## config.mk

```make
export PLATFORM = sky130hd
export DESIGN_NAME = cory_route4_perm
export DESIGN_NICKNAME = d
export VERILOG_FILES = /design/src/rtl/cory_route4_pkg.sv /design/src/rtl/cory_perm_chk.sv /design/src/rtl/cory_route4_perm.sv
export SDC_FILE = /design/constraint.sdc
export NUM_CORES = 1
export LEC_CHECK = 0
export ABC_AREA = 1
export CAP_MARGIN = 40
export CORE_MARGIN = 1.5
export CORE_UTILIZATION = 29
export CTS_CLUSTER_DIAMETER = 150
export DETAILED_ROUTE_END_ITERATION = 12
export GPL_TIMING_DRIVEN = 1
export PLACE_DENSITY = 0.58
export SYNTH_ARGS = -nofsm -noshare
export SYNTH_HDL_FRONTEND = slang
export SYNTH_HIERARCHICAL = 1
export SYNTH_SLANG_ARGS = --single-unit
```

## constraint.sdc

```tcl
create_clock -name clk -period 2.3 [get_ports clk]
set_input_delay 0.345 -clock clk [delete_from_list [all_inputs] [get_ports clk]]
set_output_delay 0.345 -clock clk [all_outputs]
set_load 0.02 [all_outputs]
```

## src/rtl/cory_route4_pkg.sv

```systemverilog
// Shared constants and state encoding for the four-port static permutation controller.
// The selector width is fixed at two bits, giving four router ports.
package cory_route4_pkg;

   localparam int S     = 2;
   localparam int RATIO = 4;

   typedef enum logic [1:0] {
      ST_IDLE = 2'd0,
      ST_WAIT = 2'd1,
      ST_RUN  = 2'd2
   } state_t;

   // Output zk selects input k: z0=0, z1=1, z2=2, z3=3.
   localparam logic [RATIO*S-1:0] IDENT_SEL = 8'b11_10_01_00;

endpackage

```

## src/rtl/cory_perm_chk.sv

```systemverilog
// Combinational check that four packed two-bit selectors are pairwise distinct,
// which means they form a permutation of {0,1,2,3}.
module cory_perm_chk
   import cory_route4_pkg::*;
(
   input  logic [RATIO*S-1:0] sel,
   output logic               ok
);

   always_comb begin
      ok = 1'b1;
      for (int a = 0; a < RATIO; a++) begin
         for (int b = a + 1; b < RATIO; b++) begin
            if (sel[a*S +: S] == sel[b*S +: S]) ok = 1'b0;
         end
      end
   end

endmodule

```

## src/rtl/cory_route4_perm.sv

```systemverilog
// Loads a validated selector permutation into a 4-port router once it is idle, then counts
// per-port beats until every port has moved n beats. Optional: CORY_ROUTE4_PERM_OVF_EN.
module cory_route4_perm #(
   parameter int W = 8,
   parameter int S = 2
) (
   input  logic           clk,
   input  logic           reset,
   input  logic           i_c_v,
   input  logic [4*S-1:0] i_c_d,
   input  logic [W-1:0]   i_c_n,
   output logic           o_c_r,
   input  logic [3:0]     i_m_v,
   input  logic [3:0]     i_m_r,
   input  logic           i_idle,
   output logic [S-1:0]   o_z0_s,
   output logic [S-1:0]   o_z1_s,
   output logic [S-1:0]   o_z2_s,
   output logic [S-1:0]   o_z3_s,
   output logic           o_act,
   output logic           o_err
);

   import cory_route4_pkg::state_t, cory_route4_pkg::ST_IDLE, cory_route4_pkg::ST_WAIT,
          cory_route4_pkg::ST_RUN, cory_route4_pkg::IDENT_SEL, cory_route4_pkg::RATIO;

   state_t         state;
   logic [4*S-1:0] sel_q;
   logic [4*S-1:0] pend_d;
   logic [W-1:0]   pend_n;
   logic [W-1:0]   cnt [RATIO];
   logic           perm_ok;
   logic [3:0]     hs;
   logic [3:0]     sat;
   logic           all_done;

   cory_perm_chk u_perm_chk (
      .sel (i_c_d),
      .ok  (perm_ok)
   );

   assign hs = i_m_v & i_m_r;

   always_comb begin
      sat = '0;
      for (int k = 0; k < RATIO; k++) sat[k] = (cnt[k] == pend_n);
      all_done = &sat;
   end

`ifdef CORY_ROUTE4_PERM_OVF_EN
   logic ovf;
   assign ovf = |(hs & sat);
`endif

   // Selectors only move on the WAIT exit so the router never sees a switch mid-traffic.
   always_ff @(posedge clk or posedge reset) begin
      if (reset) begin
         state  <= ST_IDLE;
         sel_q  <= IDENT_SEL;
         pend_d <= '0;
         pend_n <= '0;
         for (int k = 0; k < RATIO; k++) cnt[k] <= '0;
         o_c_r  <= 1'b1;
         o_act  <= 1'b0;
         o_err  <= 1'b0;
      end else begin
         o_err <= 1'b0;
         case (state)
            ST_IDLE: begin
               if (i_c_v) begin
                  if (perm_ok) begin
                     pend_d <= i_c_d;
                     pend_n <= i_c_n;
                     state  <= ST_WAIT;
                     o_c_r  <= 1'b0;
                  end else begin
                     o_err <= 1'b1;
                  end
               end
            end
            ST_WAIT: begin
               if (i_idle) begin
                  sel_q <= pend_d;
                  for (int k = 0; k < RATIO; k++) cnt[k] <= '0;
                  if (pend_n == '0) begin
                     state <= ST_IDLE;
                     o_c_r <= 1'b1;
                  end else begin
                     state <= ST_RUN;
                     o_act <= 1'b1;
                  end
               end
            end
            ST_RUN: begin
               // Saturate at n so a late handshake never wraps a full-range count.
               for (int k = 0; k < RATIO; k++) begin
                  if (hs[k] && !sat[k]) cnt[k] <= cnt[k] + 1'b1;
               end
`ifdef CORY_ROUTE4_PERM_OVF_EN
               if (ovf) o_err <= 1'b1;
`endif
               if (all_done) begin
                  state <= ST_IDLE;
                  o_act <= 1'b0;
                  o_c_r <= 1'b1;
               end
            end
            default: begin
               state <= ST_IDLE;
               o_act <= 1'b0;
               o_c_r <= 1'b1;
            end
         endcase
      end
   end

   assign o_z0_s = sel_q[0*S +: S];
   assign o_z1_s = sel_q[1*S +: S];
   assign o_z2_s = sel_q[2*S +: S];
   assign o_z3_s = sel_q[3*S +: S];

endmodule

```

# Word level (Yosys, flattened, before mapping)
# Index checks and enable logic that the tools add are counted.
# op_classes
add_sub_neg	4
multipliers	0
div_mod_pow	0
n_lt_le_gt_ge	0
n_eq_ne	22
shifts	0
n_mux	31
n_bitwise	2
n_reduce_logical	21
# ops
cell	n
$pmux W32 S2	1
$add A8 B1 Y8 const B	4
$eq A8 B8 Y1	4
$mux W32	1
$mux W8	4
$ne A2 B2 Y1 const B	10
$mux W1	17
$reduce_and A3 Y1	5
$eq A2 B2 Y1	6
$reduce_and A4 Y1	3
$mux W2	5
$logic_not A8 Y1	1
$pmux W1 S3	2
$pmux W2 S3	1
$reduce_and A5 Y1	1
$and A4 B4 Y4	1
$logic_and A1 B1 Y1	4
$logic_not A1 Y1	4
$eq A2 B1 Y1 const B	1
$eq A2 B2 Y1 const B	1
$logic_not A2 Y1	1
$reduce_and A2 Y1	1
$reduce_bool A2 Y1	1
$not A1 Y1	1
# totals
register_bits	61
latch_bits	0
ram_bits	0
mem_bits_ro	0
inputBits	28
out_inout_bits	11
mem_count	0

# Longest topological paths before layout
# Gate-level depths: netlist of the first run.
# depth
ltp_word	10
mapped_depth	14
mapped_depth_nobuf	14

# By module
# Netlist of the first run, hierarchy kept.
# modules_own_cells
mod	n_inst	cells_each	area_per_inst_um2	seq_area_each_um2
cory_route4_perm	1	450	3525.9	1532.7
cory_perm_chk	1	49	200.2	0.0

# Worst setup path after synthesis of the first run
# No wires, ideal clock.
# synth_timing
path_type	in2reg
startpoint	input port i_c_d[3]
endpoint	register pend_n[7]
setup_time_ps	117
arrival_ps	1342
setup_slack_ps	842
cell_stages	13
path_cell_list	inv_1 -> nand2_1 -> nand2_1 -> nor2_1 -> nor2_1 -> nand2_1 -> nor2_2 -> nand2_1 -> nor2_1 -> buf_2 -> inv_1 -> nand2_1 -> nand2_1
# synth_via
elab_chain_cells	8
# synth_lines
item	line_no	text
from (decl)	cory_route4_perm.sv:10	input logic [4*S-1:0] i_c_d,
$eq A2 B2 Y1	cory_perm_chk.sv:14	if (sel[a*S +: S] == sel[b*S +: S]) ok = 1'b0;
$mux W1 (4 in a row)	cory_perm_chk.sv:14	
$mux W1 (*) (2 in a row)	cory_perm_chk.sv:14	
net perm_ok	cory_route4_perm.sv:32	logic perm_ok;
$reduce_and A3 Y1 (no line) (*)	n/a	
to (signal assigned)	cory_route4_perm.sv:73	pend_n <= i_c_n;
to (decl)	cory_route4_perm.sv:30	logic [W-1:0] pend_n;
# Mark *: on every way through the listed nets, which the timed path passes. The rest lies on a longest branch.
# A chain may end at the register's enable or synchronous reset.

# Worst setup path in the final report of the first run
# layout_timing
startpoint	register o_c_r
endpoint	output port o_c_r
# layout_rtl
item	line_no	text
from (decl)	cory_route4_perm.sv:12	output logic o_c_r,
from (signal assigned)	cory_route4_perm.sv:63	o_c_r <= 1'b1;
from (signal assigned)	cory_route4_perm.sv:75	o_c_r <= 1'b0;
from (signal assigned)	cory_route4_perm.sv:87	o_c_r <= 1'b1;
# No word-level cell between the ends.

==> flow_summary.yaml, run 1 <==
power_and_ir_drop:
  p_int_mw: 3.15
  powerDensity_mw_per_mm2: 1150
  ir_worst_vdd_uv: 495
  leakage_nw: 2.09
  comb_power_share_pct: 36.5
  switching_power_mw: 2.08
  p_seq_share_pct: 37.3
  p_sw_share_pct: 39.8
  power_mw: 5.23
  p_clk_share_pct: 26.2
placement:
  port_buffers: 38
  gp_congestion: 0.834
  dp_hpwl_um: 6460
timing:
  rsz0062_at_grt: "no"
  hold_viol_final: 0
  fin_crit_sh_pct: 80.0
  slew_viol_final: 0
  finClkSkew_ns: 0.00533
  worst_pin_slew_ns: 0.501
  final.min_clock_period_ns: 1.84
  timing.setup.tns_ns: 0
  max-slew-margin-rel_pct: 66.5
  setup_viol: 0
  fmax_mhz: 544
floorplan:
  die_h_um: 116
  core_mm2: 0.0126
  io_pins: 39
  start_util_pct: 29.6
  rows: 41
  die_w_um: 116
  die-area_mm2: 0.0135
clock_tree:
  cts_root_buffer: "clkbuf_16"
  cts_made_buffers: 9
  cts_tree: "built"
  clockBufferDepth: 2
  cts_resized: 0
  clkTransAtPathRegs_ns: 0.06
  hold_buffers: 0
  cts.sink_count: 61
  clk_latency_ns: 0.34
  htreeDepth: 3
  post-cts-setup-buffers: 0
global_routing:
  gr-usage-all-layers_pct: 14.9
  gr-total-overflow: 0
  grt_pass1_wl_um: 15400
  grt_pass1_vias: 3238
  grt_start_max_net_pins: 40
  antenna_found_initial: 0
logic_synthesis:
  synth.area.top_cells: "dfrtp_1 (38%), nand2_1 (18%), xnor2_1 (5.2%)"
  async_reset_ff_share_pct: 100
  synth_fp_nets: 531
  netlist_area_mm2: 0.00373
  yosysMostFrequentCell: "nand2_1"
  netlist-cell-type-count: 36
  synth_common_cells: "nand2_1 (180), dfrtp_1 (56), nor2_1 (43)"
  yosys.area.top_type: "dfrtp_1"
  yosysTopAreaCellShare_pct: 37.6
  ys_seq_elements: 61
  yosysWarnings: 6
  synth_edf_count: 0
  netlist_instances: 499
  syn_area_per_cell_um2: 7.47
  seq_area_frac_synth_pct: 41.1
  synthFlopType: "dfrtp_1"
final_layout:
  n_antenna_cell: 0
  fillers: 1326
  syn2layout_area_growth_pct: 21.8
  seq_area_mm2: 0.00153
  nets: 567
  drive_gt1_share_pct: 12.8
  multiInputGateArea_mm2: 0.00186
min_path:
  hold_path.class: "input port to asynchronous set/reset pin"
worst_setup_path:
  crit_required_ns: 1.96
  slowest_stage: "clkdlybuf4s50_1"
  cp-startpoint: "o_c_r"
  r2r_slack_ns: 0.61
  crit_chain: "clkdlybuf4s50_1"
  start_kind: "flip-flop"
  crit_path_max_incr_delay_ns: 0.61
  cp_top_family: "buffers and inverters"
  reg2reg_depth: 12
  worstSetupPathType: "flip-flop to output port"
  r2r-start: "pend_n[5]"
  r2r-end: "cnt[16]"
  crit_arrival_ns: 1.49
  path_max_fanout: 2
  crit_buf_inv: 1
  end_kind: "output port"
drt:
  wl_um: 8990
  drc: 0
  avgRoutedWirePerCell_um: 12.6
  ant_nets: 0
  detail_route.iter0.violations: 210
  viasPerCell: 4.44
  num_vias: 3162
  dr.pass1.iters: 4
status:
  status: "finished, final reports clean"
run:
  cap_violations: 0
-- metrics by stage --
step	utilization, %	instance area, µm²	hold slack (ns)	setup slack (ns)	cells
after global routing	36.1	4540	0.425	0.316	712
after global placement	33.7	4240	0.459	0.258	696
after CTS	36.1	4540	0.389	0.443	712
after detailed placement	33.7	4240	0.463	0.238	696
final	36.1	4540	0.366	0.460	712
after floorplan	-	3730	0.442	0.450	499
-- logic make-up (layout without fill, tap and decap cells) --
logic type	after synthesis	count (layout)	share of synthesized area, %
AOI/OAI and AO/OA	47	47	7.15
xor gates and xnor gates	39	39	9.17
adders and majority gates	4	4	1.34
buffers and inverters	69	110	9.03
DFF	61	61	41.1
and+or+nand+nor	279	279	32.2
-- registers in the layout, indices dropped and copies added, names as in the netlist --
| signal | cells |
|---|---|
| o_act | 1 |
| pend_n | 8 |
| state | 2 |
| o_err | 1 |
| o_c_r | 1 |
| sel_q | 8 |
| cnt | 32 |
| pend_d | 8 |
-- placed cells by master (no fill, tap or decap), types with 14 or more instances in the layout --
master           instances
inv_2                   14
o21ai_0                 23
nor2_1                  42
xnor2_1                 22
clkdlybuf4s50_1         38
inv_1                   34
dfrtp_1                 56
nand2_1                180
xor2_1                  17
nand3_1                 25
-- layer usage --
metal | GRT usage (%) | wire length [µm]
met3 | 4.36 | 542
met5 | 0 | 0
met1 | 18.8 | 4220
met4 | 4.63 | 91
met2 | 24.6 | 4140
-- power groups by stage --
stage | combinational (mW) | sequential [mW] | clock, mW
2_1_floorplan | 1.51 | 1.85 | 0
3_3_place_gp | 1.88 | 1.96 | 0
3_5_place_dp | 1.92 | 1.97 | 0
4_1_cts | 1.93 | 1.96 | 1.40
5_1_grt | 2.17 | 2.02 | 1.46
6_report | 1.91 | 1.95 | 1.37
-- layout make-up --
cell class,count,area share [%]
inverters,49,4.05
repair buffers,45,9.82
well taps,172,4.74
clock inverters,7,1.65
clock buffers,9,4.96
flip-flops and latches,61,33.8
multi-input cells,369,41.0
-- how the worst max path moves through the flow --
stage           endpoint  slack, ns  cells past startpoint
2_1_floorplan     cnt[0]       0.45                      1
3_3_place_gp   pend_d[4]       0.26                     14
3_5_place_dp   pend_d[6]       0.24                     13
4_1_cts            o_c_r       0.44                      1
5_1_grt        pend_d[7]       0.32                     13
6_report           o_c_r       0.46                      1
Power figures use the tool's default switching activity.
==> run 2, diff against run 1 <==
==> constraint.sdc (replaced) <==
create_clock -name clk -period 1.75 [get_ports clk]
set_input_delay 0.2625 -clock clk [delete_from_list [all_inputs] [get_ports clk]]
set_output_delay 0.2625 -clock clk [all_outputs]
set_load 0.02 [all_outputs]
==> flow_summary.yaml, run 2 (synthesized netlist as in run 1, its figures left out) <==
floorplan:
  core_mm2: 0.0126
  die_w_um: 116
  start_util_pct: 29.6
  die-area_mm2: 0.0135
  die_h_um: 116
  rows: 41
  io_pins: 39
clock_tree:
  cts_made_buffers: 9
  cts.sink_count: 61
  clkTransAtPathRegs_ns: 0.05
  cts_root_buffer: "clkbuf_16"
  htreeDepth: 3
  clockBufferDepth: 2
  hold_buffers: 0
  cts_tree: "built"
  clk_latency_ns: 0.33
final_layout:
  largest_reg_flops: 32
  nets: 581
  final_cell_mix: "nand2_1 (180), dfrtp_1 (52), nor2_1 (42)"
  final_common_cell: "nand2_1"
  syn2layout_area_growth_pct: 26.0
  n_antenna_cell: 0
  top_register: "cnt"
  drive_gt1_share_pct: 15.3
  fin_util_pct: 37.4
global_routing:
  antenna_found_initial: 0
  grt_pass1_vias: 3107
  grt_pass1_wl_um: 15000
  gr-usage-all-layers_pct: 14.3
  grt_start_max_net_pins: 28
  gr-total-overflow: 0
min_path:
  hold_path.class: "input port to asynchronous set/reset pin"
drt:
  ant_nets: 0
  wl_um: 9040
  detail_route.iter0.violations: 141
  drc: 0
  viasPerCell: 4.47
  dr.pass1.iters: 4
  num_vias: 3248
  avgRoutedWirePerCell_um: 12.4
worst_setup_path:
  r2r-end: "cnt[24]"
  crit_chain: "clkdlybuf4s50_1"
  r2r-start: "pend_n[4]"
  crit_required_ns: 1.49
  crit_buf_inv: 1
  worstSetupPathType: "flip-flop to output port"
  reg2reg_depth: 11
  end_kind: "output port"
  crit_arrival_ns: 1.45
  path_max_fanout: 2
  cp-startpoint: "sel_q[7]"
  start_kind: "flip-flop"
  r2r_slack_ns: 0.16
  crit_path_max_incr_delay_ns: 0.60
  slowest_stage: "clkdlybuf4s50_1"
  cp_top_family: "buffers and inverters"
run:
  cap_violations: 0
timing:
  max-slew-margin-rel_pct: 70.5
  hold_viol_final: 0
  slew_viol_final: 0
  fin_crit_sh_pct: 97.7
  finClkSkew_ns: 0.00733
  rsz0062_at_grt: "no"
  setup_viol: 0
  worst_pin_slew_ns: 0.442
  final.min_clock_period_ns: 1.71
  fmax_mhz: 585
  holdWs_ns: 0.299
status:
  status: "finished, final reports clean"
placement:
  gp_congestion: 0.867
  port_buffers: 38
  dp_hpwl_um: 6680
power_and_ir_drop:
  power_mw: 6.90
  ir_worst_vdd_uv: 560
  powerDensity_mw_per_mm2: 1470
  leakage_nw: 2.26
## run 2: how the worst max path moves through the flow
stage / endpoint / slack (ns) / depth (start not counted)
after floorplan: pend_n[7] / 0.37 / 13
after global routing: cnt[20] / 0.001 / 9
final: o_z3_s[1] / 0.04 / 1
after CTS: o_z3_s[0] / 0.004 / 1
after detailed placement: o_c_r / -0.34 / 16
after global placement: o_c_r / -0.25 / 16
## run 2: repair_timing
action | in CTS | in global routing
setup endpoints to repair | 2 | 27
gates resized for setup | 2 | 18
buffers inserted | 0 | 0
cloned | 0 | 0
## run 2: worst register-to-register path: stages, from the launching register on
cell	delay, ns
dfrtp_2	0.45
inv_2	0.13
nand2_1	0.07
nand2_1	0.07
nand2_1	0.05
nor2_1	0.11
nand2_1	0.13
nand4_2	0.11
nand2_2	0.14
inv_4	0.13
nand2_1	0.05
o21ai_0	0.07
## run 2: routing by layer
layer / wire length, µm / vias up / part of all wire, % / global-route usage [%]
met5: 0 / - / 0 / 0
met4: 144 / 0 / 1.6 / 4.96
met3: 466 / 14 / 5.2 / 2.59
met2: 4150 / 74 / 46 / 23.3
met1: 4280 / 1514 / 47 / 19.2
li1: - / 1646 / - / -
## run 2: area by class of cell
cell class	instances	area, µm²
clock inverters	4	47.5
repair buffers	59	593
well taps	172	215
flip-flops and latches	61	1540
fillers	1311	7870
multi-input cells	369	1860
inverters	49	190
clock buffers	12	246
## run 2: power by group
part,total (mW),switching [mW],internal [mW]
sequential,2.60,0.637,1.96
clock,1.76,0.621,1.14
combinational,2.55,1.43,1.12
total,6.90,2.69,4.21
## run 2: per-stage QoR
step           setup WS, ns  TNS (ns)  std cells  cell area (µm²)
5_1_grt             0.00113         0        726             4690
3_3_place_gp         -0.250     -3.56        710             4360
6_report             0.0400         0        726             4690
3_5_place_dp         -0.344     -5.19        710             4360
2_1_floorplan         0.374         0        499             3730
4_1_cts             0.00366         0        726             4650
